==> config.mk <==
export PLATFORM = sky130hd
export DESIGN_NAME = half_adder
export DESIGN_NICKNAME = d
export VERILOG_FILES = /design/src/rtl/half_adder_pkg.sv /design/src/rtl/half_adder_cell.sv /design/src/rtl/half_adder.sv
export SDC_FILE = /design/constraint.sdc
export NUM_CORES = 1
export LEC_CHECK = 0
export CELL_PAD_IN_SITES_DETAIL_PLACEMENT = 1
export CELL_PAD_IN_SITES_GLOBAL_PLACEMENT = 2
export CORE_AREA = 2 2 39 41
export CTS_BUF_LIST = sky130_fd_sc_hd__clkbuf_8
export DETAILED_ROUTE_END_ITERATION = 10
export DIE_AREA = 0 0 41 43
export GPL_TIMING_DRIVEN = 0
export PLACE_DENSITY_LB_ADDON = 0.1
export SETUP_SLACK_MARGIN = 0.4
export SYNTH_ARGS = -nofsm -noshare
export SYNTH_HDL_FRONTEND = slang
export SYNTH_SLANG_ARGS = --single-unit
==> constraint.sdc <==
create_clock -name clk -period 1.8 [get_ports clk]
set_clock_uncertainty 0.1 [all_clocks]
set_input_delay 0.36 -clock clk [delete_from_list [all_inputs] [get_ports clk]]
set_output_delay 0.36 -clock clk [all_outputs]
set_load 0.005 [all_outputs]
==> src/rtl/half_adder_pkg.sv <==
// Shared constants and the single-lane result type for the half adder family.
package half_adder_pkg;

  // Widest lane count the top is expected to be built with.
  localparam int unsigned HA_MAX_WIDTH = 64;

  // Width of the optional carry statistics counter.
  localparam int unsigned HA_CNT_W = 32;

  // Result of one lane: sum and carry of a single bit pair.
  typedef struct packed {
    logic sum;
    logic carry;
  } ha_result_t;

  // Evaluate one lane; X/Z on the operands propagates through ^ and &.
  function automatic ha_result_t ha_eval(input logic a, input logic b);
    ha_result_t r;
    r.sum   = a ^ b;
    r.carry = a & b;
    return r;
  endfunction

endpackage : half_adder_pkg

==> src/rtl/half_adder_cell.sv <==
// One half adder lane: sum = a ^ b, carry = a & b. Purely combinational.
module half_adder_cell
  import half_adder_pkg::*;
(
  input  logic a,
  input  logic b,
  output logic sum,
  output logic carry
);

  ha_result_t res;

  // Evaluate the lane and unpack the result onto the ports.
  always_comb begin
    res   = ha_eval(a, b);
    sum   = res.sum;
    carry = res.carry;
  end

endmodule : half_adder_cell

==> src/rtl/half_adder.sv <==
// Bitwise half adder with combinational outputs plus a one-stage registered copy.
// Optional feature macro: HALF_ADDER_STATS_EN adds a saturating carry_count output
// counting accepted beats that produced at least one carry.
// WIDTH is expected to lie in 1..HA_MAX_WIDTH.
module half_adder
  import half_adder_pkg::*;
#(
  parameter int unsigned WIDTH = 1
) (
  input  logic                clk,
  input  logic                rst,
  input  logic [WIDTH-1:0]    a,
  input  logic [WIDTH-1:0]    b,
  input  logic                in_valid,
  output logic [WIDTH-1:0]    sum,
  output logic [WIDTH-1:0]    carry,
  output logic [WIDTH-1:0]    sum_q,
  output logic [WIDTH-1:0]    carry_q,
`ifdef HALF_ADDER_STATS_EN
  output logic [HA_CNT_W-1:0] carry_count,
`endif
  output logic                out_valid
);

  // Independent lanes; no carry ever crosses from one lane into the next.
  for (genvar i = 0; i < WIDTH; i++) begin : g_lane
    half_adder_cell u_cell (
      .a     (a[i]),
      .b     (b[i]),
      .sum   (sum[i]),
      .carry (carry[i])
    );
  end

  logic [WIDTH-1:0] sum_d;
  logic [WIDTH-1:0] carry_d;
  logic             out_valid_d;
  logic             out_valid_q;

  // Next state of the output stage: capture on in_valid, otherwise hold data.
  always_comb begin
    sum_d       = sum_q;
    carry_d     = carry_q;
    out_valid_d = 1'b0;
    if (in_valid) begin
      sum_d       = sum;
      carry_d     = carry;
      out_valid_d = 1'b1;
    end
  end

  // Output register with synchronous reset; reset wins over in_valid.
  always_ff @(posedge clk) begin
    if (rst) begin
      sum_q       <= '0;
      carry_q     <= '0;
      out_valid_q <= 1'b0;
    end else begin
      sum_q       <= sum_d;
      carry_q     <= carry_d;
      out_valid_q <= out_valid_d;
    end
  end

  assign out_valid = out_valid_q;

`ifdef HALF_ADDER_STATS_EN
  logic [HA_CNT_W-1:0] cnt_d;
  logic [HA_CNT_W-1:0] cnt_q;

  // Count accepted beats with any carry, saturating at all-ones.
  always_comb begin
    cnt_d = cnt_q;
    if (in_valid && (|carry) && (cnt_q != {HA_CNT_W{1'b1}})) begin
      cnt_d = cnt_q + 1'b1;
    end
  end

  // Counter register with synchronous reset.
  always_ff @(posedge clk) begin
    if (rst) begin
      cnt_q <= '0;
    end else begin
      cnt_q <= cnt_d;
    end
  end

  assign carry_count = cnt_q;
`endif

endmodule : half_adder

==> results_dict.tcl <==
set metrics [dict create \
    portBuffers 9 \
    syn_area_per_cell_um2 11.8 \
    end_kind "output port" \
    power_per_cell_area_nw_per_um2 1070 \
    synth_edf_count 0 \
    route.vias.total 116 \
    hold_path_end "carry_q" \
    cts.hold.buffers_added 0 \
    std_cell_rows 14 \
    area_growth_pct 159 \
    drt_iter0_markers 1 \
    ys_seq_area_share_pct 56.5 \
    ir_drop_mv 0.306 \
    dpl_cell_area_um2 216 \
    timing.final.ws_setup_ps 419 \
    place_inst 34 \
    yosysTopAreaCell "dfxtp_1" \
    cts_tree "done" \
    stdcell_count 39 \
    antenna_found_initial 0 \
    clk_latency_ps 210 \
    async_reset_ff_share_pct 0 \
    path_clk_slew_ps 30 \
    reg2reg_slack_ps 1120 \
    grt_max_degree 4 \
    drive_gt1_share_pct 34.8 \
    hp-class "register to register" \
    start_util_pct 7.69 \
    hold_viol 0 \
    fin_crit_ps 1380 \
    grt_pass1_wl_um 572 \
    final_cell_area_um2 275 \
    cp.arrival_ps 920 \
    worst-path-max-fanout 2 \
    fp.coreArea_um2 1380 \
    ys.flop_type "dfxtp_1" \
    gp_congestion 0.554 \
    grt_pass1_vias 132 \
    period_share_pct 76.7 \
    reg2regPathDepth 2 \
    holdPathStages 2 \
    finalPower_w 0.000294 \
    cap_viol_max_count 0 \
    synth_top_area_share_pct 56.5 \
    required_ps 1340 \
    outcome "finished clean" \
    p_leak_nw 0.130 \
    htree_levels 1 \
    final-setup-viol-count 0 \
    die_w_um 41 \
    dieArea_um2 1760 \
    viasPerCell 2.97 \
    cp-start-kind "primary input" \
    place_ws_ps -245 \
    yosysMostFrequentCell "dfxtp_1" \
    grt_remaining_overflow 0 \
    pin_count 10 \
    drt-total-wl_um 307 \
    ys_seq_elements 3 \
    r2r-start "carry_q" \
    die_h_um 43 \
    critPathKind "primary input to output port" \
    cts.root.buffer_cell "clkbuf_8" \
    reg2reg_to "carry_q" \
    grt.total_usage_pct 5.51 \
    final_net_count 30 \
    rsz0062_at_grt "false" \
    n_antenna_cell 0 \
    cts_num_sinks 3 \
    syn-cell-area_um2 106 \
    netlist_instances 9 \
    drt-pass1-iter-count 4 \
    yosysWarnings 0 \
    fmax_ghz 0.724 \
    yosys-top-cells-count "dfxtp_1, mux2i_1, nor2_1, ha_1, nor2b_1" \
    clk_path_buf_depth 2 \
    worst_slew_pin_slew_ps 168 \
    slew_viol_final 0 \
    ys_top_cells_by_area "dfxtp_1, mux2i_1, ha_1" \
    worstHoldStart "carry_q" \
    synth.net_count 15 \
    cts_made_buffers 3 \
    ant_nets 0 \
    drc 0 \
    relSlewSlack_pct 88.7 \
    netlist-cell-type-count 5 \
    routedWlPerCell_um 7.87 \
]
through the flow:
step                setup TNS (ps)  hold slack [ps]  utilization, %
floorplan                        0              332               -
global placement              -403              383            15.6
detailed placement            -419              384            15.6
CTS                              0              387            19.7
global route                     0              424            19.9
finish                           0              384            19.9
how the worst max path moves through the flow:
stage,from,end,slack (ps),cells past startpoint
final,a,sum,420,3
after global placement,a,sum,-240,3
after CTS,a,sum,310,3
after floorplan,a,sum,690,1
after detailed placement,a,sum,-250,3
after global routing,b,sum,400,3
routing by layer:
layer	GRT usage (%)	up-vias	part of all wire, %
met5	0	-	0
met4	4.00	0	0
met1	6.05	52	42
li1	-	57	-
met2	5.63	7	45
met3	6.28	0	13
kinds of logic after synthesis:
family / count (synthesis) / synth area share, %
simple gates: 3 / 12.9
mux: 2 / 18.8
fa+ha+maj: 1 / 11.8
flops: 3 / 56.5
layout make-up:
type / instances / area (µm²)
fill: 167 / 1110
tap: 16 / 20.0
timing repair buffer: 10 / 91.3
clock inverter: 1 / 3.75
clock buffer: 3 / 41.3
sequential: 3 / 60.1
multi-input combinational: 6 / 58.8
critical path: stages:
cell and delay, ps:
clkdlybuf4s15_2 200, ha_4 260, clkbuf_2 100
placed cells by master (no fill, tap or decap):
cell,count
dfxtp_1,3
clkbuf_8,3
dlygate4sd2_1,3
mux2i_1,2
nor2_1,2
clkdlybuf4s15_2,2
clkdlybuf4s50_1,2
nor2b_1,1
ha_4,1
inv_1,1
clkdlybuf4s15_1,1
clkbuf_2,1
buf_4,1
registers in the layout, summed over array words and instances (netlist names):
| register | flops |
|---|---|
| sum_q | 1 |
| carry_q | 1 |
| out_valid | 1 |
where the power goes:
part           leakage (nW)  switching, W  internal (W)  total (W)
Sequential           0.0248    0.00000124     0.0000708  0.0000720
Clock                0.0269     0.0000430      0.000145   0.000188
Combinational        0.0779     0.0000116     0.0000222  0.0000338
Total                 0.130     0.0000558      0.000238   0.000294
what timing repair did:
| action | in CTS | in global routing |
|---|---|---|
| endpoints found under the setup margin | 5 | 1 |
| gates resized for setup | 14 | 1 |
| pin swaps | 1 | 1 |
| buffers inserted | 0 | 1 |
Power figures use the tool's default switching activity.
